## config.mk

```make
export PLATFORM = sky130hd
export DESIGN_NAME = mem_copy_master_flat
export DESIGN_NICKNAME = d
export VERILOG_FILES = /design/src/rtl/mem_copy_master_if.sv /design/src/rtl/mem_copy_master.sv /design/src/flat_wrapper.sv
export SDC_FILE = /design/constraint.sdc
export NUM_CORES = 1
export LEC_CHECK = 0
export CAP_MARGIN = 20
export CELL_PAD_IN_SITES_DETAIL_PLACEMENT = 0
export CELL_PAD_IN_SITES_GLOBAL_PLACEMENT = 1
export CORE_ASPECT_RATIO = 1.75
export CORE_MARGIN = 5
export CORE_UTILIZATION = 36
export DETAILED_ROUTE_END_ITERATION = 8
export PLACE_DENSITY_LB_ADDON = 0.08
export SYNTH_ARGS = -nofsm -noshare
export SYNTH_HDL_FRONTEND = slang
export SYNTH_SLANG_ARGS = --single-unit
```

## constraint.sdc

```tcl
create_clock -name clk -period 9.83 [get_ports clk]
set_clock_uncertainty 0.1 [all_clocks]
set_input_delay 1.966 -clock clk [delete_from_list [all_inputs] [get_ports clk]]
set_output_delay 1.966 -clock clk [all_outputs]
set_load 0.005 [all_outputs]
```

## src/rtl/mem_copy_master_if.sv

```systemverilog
// Word-addressed req/gnt/rvalid memory port shared by the core and the copy master.
// One outstanding transaction; rvalid answers both reads and writes.
interface mem_copy_master_if #(
    parameter int unsigned ADDR_W = 32,
    parameter int unsigned DATA_W = 32
);
    logic              req;
    logic              gnt;
    logic              rvalid;
    logic              we;
    logic [ADDR_W-1:0] addr;
    logic [DATA_W-1:0] rdata;
    logic [DATA_W-1:0] wdata;

    modport master (
        output req, addr, we, wdata,
        input  gnt, rvalid, rdata
    );

    modport slave (
        input  req, addr, we, wdata,
        output gnt, rvalid, rdata
    );
endinterface

```

## src/rtl/mem_copy_master.sv

```systemverilog
// Memory-to-memory word copier: reads src+i, writes dst+i, ascending, one transaction
// outstanding on the req/gnt/rvalid port.
module mem_copy_master #(
    parameter int unsigned ADDR_W = 32,
    parameter int unsigned DATA_W = 32,
    parameter int unsigned LEN_W  = 8
) (
    input  logic              clk,
    input  logic              rst,
    input  logic              start_i,
    input  logic [ADDR_W-1:0] src_i,
    input  logic [ADDR_W-1:0] dst_i,
    input  logic [LEN_W-1:0]  len_i,
    output logic              busy_o,
    output logic              done_o,
    output logic [LEN_W-1:0]  count_o,
    mem_copy_master_if.master bus
);

    typedef enum logic [2:0] {
        StIdle, StRdReq, StRdWait, StWrReq, StWrWait, StDone
    } state_e;

    state_e            state_q, state_d;
    logic [ADDR_W-1:0] src_q, src_d;
    logic [ADDR_W-1:0] dst_q, dst_d;
    logic [LEN_W-1:0]  len_q, len_d;
    logic [LEN_W-1:0]  count_q, count_d;
    logic [DATA_W-1:0] data_q, data_d;

    logic              req_c, we_c, busy_c, done_c;
    logic [ADDR_W-1:0] addr_c;
    logic [DATA_W-1:0] wdata_c;
    logic [ADDR_W-1:0] count_ext;
    logic [LEN_W-1:0]  count_inc;

    assign count_ext = ADDR_W'(count_q);
    assign count_inc = count_q + LEN_W'(1);

    always_ff @(posedge clk) begin
        if (rst) begin
            state_q <= StIdle;
            src_q   <= '0;
            dst_q   <= '0;
            len_q   <= '0;
            count_q <= '0;
            data_q  <= '0;
        end else begin
            state_q <= state_d;
            src_q   <= src_d;
            dst_q   <= dst_d;
            len_q   <= len_d;
            count_q <= count_d;
            data_q  <= data_d;
        end
    end

    always_comb begin
        state_d = state_q;
        src_d   = src_q;
        dst_d   = dst_q;
        len_d   = len_q;
        count_d = count_q;
        data_d  = data_q;
        req_c   = 1'b0;
        we_c    = 1'b0;
        addr_c  = '0;
        wdata_c = '0;
        busy_c  = 1'b1;
        done_c  = 1'b0;

        unique case (state_q)
            StIdle: begin
                busy_c = 1'b0;
                if (start_i) begin
                    count_d = '0;
                    if (len_i != '0) begin
                        src_d   = src_i;
                        dst_d   = dst_i;
                        len_d   = len_i;
                        state_d = StRdReq;
                    end else begin
                        state_d = StDone;
                    end
                end
            end
            StRdReq: begin
                req_c  = 1'b1;
                addr_c = src_q + count_ext;
                if (bus.gnt) state_d = StRdWait;
            end
            StRdWait: begin
                if (bus.rvalid) begin
                    data_d  = bus.rdata;
                    state_d = StWrReq;
                end
            end
            StWrReq: begin
                req_c   = 1'b1;
                we_c    = 1'b1;
                addr_c  = dst_q + count_ext;
                wdata_c = data_q;
                if (bus.gnt) state_d = StWrWait;
            end
            StWrWait: begin
                // The write response retires the word; only then does count advance.
                if (bus.rvalid) begin
                    count_d = count_inc;
                    state_d = (count_inc == len_q) ? StDone : StRdReq;
                end
            end
            StDone: begin
                done_c  = 1'b1;
                state_d = StIdle;
            end
            default: state_d = StIdle;
        endcase
    end

    assign bus.req   = req_c;
    assign bus.we    = we_c;
    assign bus.addr  = addr_c;
    assign bus.wdata = wdata_c;
    assign busy_o    = busy_c;
    assign done_o    = done_c;
    assign count_o   = count_q;

endmodule
```

## src/flat_wrapper.sv

```systemverilog
// flat-port wrapper written by rule: the top's interface ports become plain ports
module mem_copy_master_flat 
#(
    parameter int unsigned ADDR_W = 32,
    parameter int unsigned DATA_W = 32,
    parameter int unsigned LEN_W  = 8
)
  (clk, rst, start_i, src_i, dst_i, len_i, busy_o, done_o, count_o, bus_req, bus_addr, bus_we, bus_wdata, bus_gnt, bus_rvalid, bus_rdata);
  mem_copy_master_if #(.ADDR_W(ADDR_W), .DATA_W(DATA_W)) bus_i ();
  input  logic clk;
  input  logic rst;
  input  logic start_i;
  input  logic [ADDR_W-1:0] src_i;
  input  logic [ADDR_W-1:0] dst_i;
  input  logic [LEN_W-1:0] len_i;
  output logic busy_o;
  output logic done_o;
  output logic [LEN_W-1:0] count_o;
  output wire logic [$bits(bus_i.req)-1:0] bus_req;
  output wire logic [$bits(bus_i.addr)-1:0] bus_addr;
  output wire logic [$bits(bus_i.we)-1:0] bus_we;
  output wire logic [$bits(bus_i.wdata)-1:0] bus_wdata;
  input wire logic [$bits(bus_i.gnt)-1:0] bus_gnt;
  input wire logic [$bits(bus_i.rvalid)-1:0] bus_rvalid;
  input wire logic [$bits(bus_i.rdata)-1:0] bus_rdata;
  assign bus_req = bus_i.req;
  assign bus_addr = bus_i.addr;
  assign bus_we = bus_i.we;
  assign bus_wdata = bus_i.wdata;
  assign bus_i.gnt = bus_gnt;
  assign bus_i.rvalid = bus_rvalid;
  assign bus_i.rdata = bus_rdata;
  mem_copy_master #(.ADDR_W(ADDR_W), .DATA_W(DATA_W), .LEN_W(LEN_W)) u_core (.clk(clk), .rst(rst), .start_i(start_i), .src_i(src_i), .dst_i(dst_i), .len_i(len_i), .busy_o(busy_o), .done_o(done_o), .count_o(count_o), .bus(bus_i));
endmodule
```

# Word level (Yosys, flattened, before mapping)

Index checks and enable logic that the tools add are counted.

$add $sub $neg: 3
Eq/ne operators: 11
Reductions and logical operators: 8
Mux-type cells: 17

Operators by type and width:

| operator              | number |
|---|---|
| $add A32 B8 Y32       | 2 |
| $pmux W32 S2          | 1 |
| $mux W32              | 1 |
| $mux W3               | 7 |
| $mux W8               | 2 |
| $pmux W8 S2           | 1 |
| $pmux W3 S5           | 1 |
| $ne A2 B2 Y1 const B  | 5 |
| $add A8 B1 Y8 const B | 1 |
| $eq A8 B8 Y1          | 1 |
| $reduce_bool A8 Y1    | 1 |
| $eq A3 B2 Y1 const B  | 2 |
| $eq A3 B3 Y1 const B  | 2 |
| $reduce_and A3 Y1     | 2 |
| $reduce_and A5 Y1     | 1 |
| $mux W1               | 4 |
| $eq A3 B1 Y1 const B  | 1 |
| $logic_not A3 Y1      | 1 |
| $reduce_and A2 Y1     | 1 |
| $reduce_bool A2 Y1    | 1 |
| $reduce_or A2 Y1      | 1 |

Logic and storage cells: 45
Flip-flop bits (word level): 115
Bits of input ports: 109

# Depth between registers and ports, before layout

Gate-level depths: netlist of the first run.

Word-level depth: 5
Depth in mapped cells: 16

# Worst setup path after synthesis of the first run

No wires, ideal clock.

Path type: register to output
From: reg u_core.state_q[0]
To: out bus_addr[26]
Cell stages (with the launch flop): 17
Data required time: 7,764 ps
Data arrival time: 3,130 ps
Path slack: 4,634 ps
Path buffers: 5
Path through: dfxtp_1 -> buf_6 -> nand3b_4 -> inv_4 -> buf_6 -> buf_6 -> buf_2 -> buf_1 -> nand2_1 -> nand2_1 -> ha_1 -> fa_1 -> nand3_1 -> a21oi_1 -> o221ai_2 -> or4_1 -> a21oi_1

Word-level cells in the longest chain between the ends: 2
Elaborated cells between the ends (all ways): 3

Ends and longest elaborated chain:

| item                                         | RTL line              | RTL |
|---|---|---|
| start, declared                              | mem_copy_master.sv:24 | `state_e state_q, state_d;` |
| start signal, assigned                       | mem_copy_master.sv:42 | `state_q <= StIdle;` |
| start signal, assigned                       | mem_copy_master.sv:49 | `state_q <= state_d;` |
| $eq A3 B2 Y1 or $eq A3 B1 Y1 (tied branches) | mem_copy_master.sv:72 | `unique case (state_q)` |
| $pmux W32 S2 *                               | mem_copy_master.sv:72 |  |
| end, declared                                | flat_wrapper.sv:20    | `output wire logic [$bits(bus_i.addr)-1:0] bus_addr;` |

Mark *: on every way between the ends. The rest lies on a longest branch, timed or not.

# Worst setup path after layout of the first run

From: reg u_core.state_q[1]
To: out bus_addr[30]

The elaborated chain is that of the path after synthesis.

==> metrics.yaml, run 1 <==
run_status:
  status: "complete, no violations"
global_route:
  grt_max_degree: 78
  grt_first_pass_wirelength_mm: 33.7
  grtUsageTotal_pct: 21.3
  grt_pass1_vias: 6560
  overflow: 0
  antenna_found_initial: 0
synth:
  ys_seq_elements: 115
  synth_area_um2: 6330
  async_reset_ff_share_pct: 0
  synth-edff-count: 0
  synth.avg_cell_area_um2: 7.30
  syn_inst: 867
  yosysWarnings: 0
  yosysSeqAreaShare_pct: 36.4
  synth_cell_types: 62
  synth.top_cell.area_share_pct: 36.4
  syn-num-nets: 988
  synth_ff_type: "dfxtp_1"
  synthTopCellsByArea: "dfxtp_1 36%, nand2_1 16%, a21oi_1 10%"
  yosysTopAreaCell: "dfxtp_1"
placed_design:
  hpwl_mm: 15.6
  io_buffers: 184
  gp_congestion: 0.873
worst_setup_path:
  start_kind: "flip-flop"
  path_class: "reg -> out"
  path_max_fanout: 73
  end_kind: "output pin"
  cp.required_ns: 7.76
  crit_arrival_ns: 5.07
die:
  die_height_um: 185
  coreArea_um2: 17400
  io-pin-count: 185
  num_rows: 64
  die_w_um: 110
  start_util_pct: 36.4
  dieArea_um2: 20400
drt:
  wirelength_mm: 21.4
  ant_nets: 0
  drt-pass1-iter-count: 4
  vias: 6494
  wl_per_cell_um: 16.9
  drc_errors: 0
  drt_iter0_drc: 218
  via_per_inst: 5.13
timing:
  finalHoldViolCount: 0
  fin_crit_sh_pct: 72.6
  rsz0062_at_grt: "no"
  slew_violations: 0
  slew_headroom_pct: 39.9
  fmax_mhz: 140
  setup_tns_ns: 0
  setup_viol: 0
  worst_pin_slew_ns: 0.900
  period_minus_slack_ns: 7.14
  holdWs_ns: 0.348
clocking:
  clk_latency_ns: 0.42
  htreeDepth: 4
  clk_pin_slew_ns: 0.06
  tritoncts: "done"
  post_cts_buffers: 0
  cts_resized: 0
  clock_sinks: 115
  clockRootBuffer: "clkbuf_16"
  cts.path.max_buffers: 2
  cts_buffers: 17
  hold_buffers: 0
flow_run:
  max-cap-violations: 0
power:
  pwr-share-seq_pct: 37.0
  p_total_mw: 1.49
  power_frac_clock_pct: 44.3
  p_per_area_nw_per_um2: 167
  ir_worst_vdd_uv: 129
  p_sw_mw: 0.442
  p_int_mw: 1.05
  power_leakage_nw: 3.15
  combinationalPowerShare_pct: 18.7
  p_sw_share_pct: 29.7
finish:
  multi_input_area_um2: 3770
  fill_cells: 1787
  drive_gt1_share_pct: 6.27
  final_util_pct: 51.2
  nNetsFinal: 1144
  num_antenna_cells: 0
  area_delta_synth_final_pct: 40.6
  seq_area_um2: 2300
min_path:
  worstHoldPathType: "reg -> reg"
-- layout by cell type (no fill, tap or decap), types with 4 or more instances in the layout --
cell	instances
nand2_1	269
clkdlybuf4s50_1	183
a21oi_1	130
dfxtp_1	115
and2_1	38
nor2_1	35
nand3_1	22
mux2i_1	18
clkbuf_16	17
o21ai_0	15
nand4_1	12
xnor2_1	12
nor3_1	11
ha_1	11
nor4_1	9
or4_1	8
mux2_2	7
o31ai_1	7
and3_1	7
xor2_1	7
inv_1	6
a31oi_1	6
nor3b_1	6
buf_4	6
or3_1	4
a21o_1	4
clkinvlp_4	4
inv_6	4
-- path summary, 6_finish.rpt --
check | endpoint | cells after the start | slack (ns) | startpoint
hold reg to reg | u_core.data_q[23] | 2 | 0.35 | u_core.data_q[23]
setup reg to reg | u_core.dst_q[26] | 6 | 6.96 | u_core.state_q[1]
setup / recovery | bus_addr[30] | 12 | 2.69 | u_core.state_q[1]
hold / removal | u_core.data_q[23] | 2 | 0.35 | u_core.data_q[23]
-- synth_stat cells, types with 8 or more instances --
| cell type | instances |
|---|---|
| buf_2 | 9 |
| dfxtp_1 | 115 |
| nor3_1 | 11 |
| xnor2_1 | 12 |
| nand2_1 | 270 |
| a21oi_1 | 130 |
| ha_1 | 11 |
| or4_1 | 8 |
| nor4_1 | 9 |
| mux2i_1 | 18 |
| clkbuf_1 | 36 |
| nor2_1 | 36 |
| o21ai_0 | 15 |
| nand3_1 | 22 |
| and2_1 | 38 |
| nand4_1 | 12 |
-- worst max-delay path, stage by stage (launching register included) --
cell and delay (ns):
dfxtp_1 0.91, nand3b_4 0.45, inv_4 0.75, nand2_1 0.11
nand2_1 0.09, ha_1 0.17, fa_1 0.21, nand3_1 0.10
a21oi_1 0.32, o221ai_2 0.27, or4_1 0.45, a21oi_1 0.25
clkdlybuf4s50_1 0.55
-- power by group through the flow --
stage	logic, mW	clock network, mW	registers [mW]
finish	0.279	0.660	0.551
global route	0.314	0.695	0.556
CTS	0.284	0.674	0.551
detailed placement	0.283	0	0.561
global placement	0.282	0	0.561
floorplan	0.180	0	0.540
-- metrics by stage --
stage / instances / worst slack [ns] / area (um2)
2_1_floorplan: 867 / 4.63 / 6330
4_1_cts: 1267 / 2.68 / 8900
6_report: 1267 / 2.69 / 8900
3_5_place_dp: 1235 / 3.12 / 8270
5_1_grt: 1267 / 2.38 / 8900
3_3_place_gp: 1235 / 3.14 / 8270
-- area by class of cell --
class | instances | share of cell area, %
multi-input combinational | 692 | 42.4
sequential | 115 | 25.9
timing repair buffer | 189 | 21.1
clock buffer | 19 | 5.09
tap | 231 | 3.25
clock inverter | 13 | 1.94
inverter | 8 | 0.366
-- metal layers --
| layer | part of all wire, % | up-vias | GRT usage (%) | wire, um |
|---|---|---|---|---|
| met5 | 0 | - | 0 | 0 |
| met2 | 55 | 174 | 40.1 | 11800 |
| met1 | 37 | 2997 | 22.2 | 7880 |
| li1 | - | 3287 | - | - |
| met3 | 5.3 | 36 | 5.13 | 1130 |
| met4 | 2.8 | 0 | 8.33 | 609 |
-- sequential cells by signal, summed over array words and instances (netlist names) --
signal          cells
u_core.data_q      32
u_core.dst_q       32
u_core.src_q       32
u_core.count_o      8
u_core.len_q        8
u_core.state_q      3
-- cells by family (layout without fill, tap and decap cells) --
group | Yosys count | after routing | share of synthesized area, %
AO/OA/AOI/OAI | 195 | 195 | 18.0
XOR/XNOR | 20 | 20 | 2.99
buffers and inverters | 60 | 229 | 4.25
multiplexers | 26 | 26 | 4.33
adder cells (fa/ha/maj) | 12 | 12 | 2.49
flip-flops | 115 | 115 | 36.4
AND/OR/NAND/NOR | 439 | 439 | 31.6
(Power assumes the default switching activity.)
==> inputs of run 2 (changes only) <==
- CORE_UTILIZATION: 36 -> 31
- clock period: 9.83 -> 6.1 ns (I/O delays scaled with it)
==> run 2 against run 1 <==
Total power grew 57%. Sequential share of layout area is essentially flat. Hold slack lost 0.00072 ns. Core utilization shrank 7.1 points. Clock power grew 51%. First-iteration DRC count grew 36%. Worst setup slack lost 1.9 ns. Register-to-register slack lost 3.7 ns. Clock-buffer cell count grew 3. Global-route usage shrank 2.5 points. Via count shrank 0.29%. Highest routed layer unchanged.
==> metrics.yaml, run 2 (synthesis gave the netlist of run 1 again) <==
global_route:
  overflow: 0  # unchanged
  grt_pass1_vias: 6437  # -1.9%
  antenna_found_initial: 0  # unchanged
  grt_first_pass_wirelength_mm: 35.0  # +4.0%
  grt_max_degree: 95  # +22%
  grtUsageTotal_pct: 18.9  # -2.5 points
placed_design:
  gp_congestion: 0.808  # -7.4%
  hpwl_mm: 16.5  # +5.9%
  io_buffers: 184  # unchanged
drt:
  wirelength_mm: 22.4  # +4.8%
  vias: 6475  # -0.29%
  drc_errors: 0  # unchanged
  drt_iter0_drc: 297  # +36%
  wl_per_cell_um: 17.4  # +3.1%
  via_per_inst: 5.03  # -1.8%
  drt-pass1-iter-count: 4  # unchanged
  ant_nets: 0  # unchanged
clocking:
  clockRootBuffer: "clkbuf_16"
  clk_pin_slew_ns: 0.05  # about the same
  htreeDepth: 4  # unchanged
  cts_resized: 0  # unchanged
  tritoncts: "done"
  hold_buffers: 0  # unchanged
  cts.path.max_buffers: 2  # unchanged
  cts_buffers: 17  # unchanged
  clk_latency_ns: 0.41  # about the same
  post_cts_buffers: 0  # unchanged
  clock_sinks: 115  # unchanged
die:
  start_util_pct: 31.3  # -5.1 points
  num_rows: 69  # +7.8%
  coreArea_um2: 20200  # +16%
  dieArea_um2: 23500  # +15%
  die_w_um: 118  # +7.1%
  die_height_um: 199  # +7.3%
  io-pin-count: 185  # unchanged
power:
  power_leakage_nw: 3.17  # +0.42%
  ir_worst_vdd_uv: 155  # +20%
  p_per_area_nw_per_um2: 263  # +57%
finish:
  num_antenna_cells: 0  # unchanged
  drive_gt1_share_pct: 6.45  # +0.17 points
  reg_top3: "u_core.data_q x32, u_core.dst_q x32, u_core.src_q x32"
  final_common_cell: "nand2_1"
  area_delta_synth_final_pct: 40.7  # about the same
  layout_common_cells: "269 x nand2_1, 183 x clkdlybuf4s50_1, 130 x a21oi_1"
  nNetsFinal: 1147  # +0.26%
  final_util_pct: 44.1  # -7.1 points
timing:
  setup_viol: 0  # unchanged
  slew_violations: 0  # unchanged
  setup_tns_ns: 0  # unchanged
  fin_crit_sh_pct: 87.4
  period_minus_slack_ns: 5.33
  finalHoldViolCount: 0  # unchanged
  slew_headroom_pct: 28.3  # -12 points
  rsz0062_at_grt: "no"
  worst_pin_slew_ns: 1.07  # +0.175 ns
  fmax_mhz: 188
worst_setup_path:
  end_kind: "output pin"
  cp_slowest_cell: "or4_1"
  crit_arrival_ns: 4.01  # -1.06 ns
  crit_chain: "nand3b_4, inv_4, nand2_1, nand2_1, ha_1, fa_1, nand3_1, a21oi_1, o221ai_2, or4_1, a21oi_1, clkdlybuf4s50_1"
  crit_family: "simple AND/OR/NAND/NOR gates"
  path_class: "reg -> out"
  cp.required_ns: 4.78  # -2.98 ns
  start_kind: "flip-flop"
  slowest_delay_ns: 0.54  # -0.37 ns
  critPathBufInv: 2  # unchanged
  path_max_fanout: 50  # -32%
run_status:
  status: "complete, no violations"
min_path:
  worstHoldPathType: "reg -> reg"
flow_run:
  max-cap-violations: 0  # unchanged
[run 2: changes by cell type in the layout (fill, tap and decap cells not counted), sizes merged]
| cell | before | now |
|---|---|---|
| buf | 6 | 9 |
| inv | 11 | 7 |
| clkbuf | 19 | 22 |
| clkinv | 3 | 7 |
| bufinv | 3 | 2 |
| clkinvlp | 4 | 2 |
[run 2: cell type report]
class,count,area [um2]
clock buffers,22,484
clock inverters,10,105
fillers,2183,11300
inverters,8,32.5
multi-input cells,692,3770
flip-flops and latches,115,2300
well taps,248,310
repair buffers,192,1900
[run 2: final timing paths]
kind / from / end / slack (ns) / cells past startpoint
setup / recovery: u_core.state_q[0] / bus_addr[26] / 0.77 / 12
hold / removal: u_core.data_q[22] / u_core.data_q[22] / 0.35 / 2
setup reg to reg: u_core.state_q[1] / u_core.src_q[23] / 3.28 / 7
hold reg to reg: u_core.data_q[22] / u_core.data_q[22] / 0.35 / 2
[run 2: worst min-delay path: stages, from the launching register on]
cell and delay (ns):
dfxtp_1 0.30, nand2_1 0.05, a21oi_1 0.05
[run 2: power by group]
group          total, mW  switching, mW  internal, mW
Combinational      0.457          0.257         0.201
Clock              0.998          0.359         0.639
Sequential         0.882         0.0625         0.819
[run 2: layer usage]
| metal | share of wire [%] | wire, um | global-route usage (%) | vias up |
|---|---|---|---|---|
| li1 | - | - | - | 3288 |
| met1 | 37 | 8280 | 19.2 | 3000 |
| met2 | 56 | 12600 | 36.7 | 157 |
| met3 | 5.0 | 1130 | 5.06 | 30 |
| met4 | 2.1 | 467 | 6.46 | 0 |
| met5 | 0 | 0 | 0 | - |
[run 2: per-stage QoR]
| step | hold WS, ns | power, mW | instances | area [um2] | setup WS (ns) |
|---|---|---|---|---|---|
| 3_3_place_gp | 0.337 | 1.36 | 1255 | 8310 | 1.19 |
| 5_1_grt | 0.364 | 2.46 | 1287 | 8900 | 0.393 |
| 4_1_cts | 0.351 | 2.38 | 1287 | 8900 | 0.674 |
| 3_5_place_dp | 0.344 | 1.37 | 1255 | 8310 | 1.14 |
| 2_1_floorplan | 0.332 | 1.16 | 867 | 6330 | 1.65 |
| 6_report | 0.347 | 2.34 | 1287 | 8900 | 0.771 |
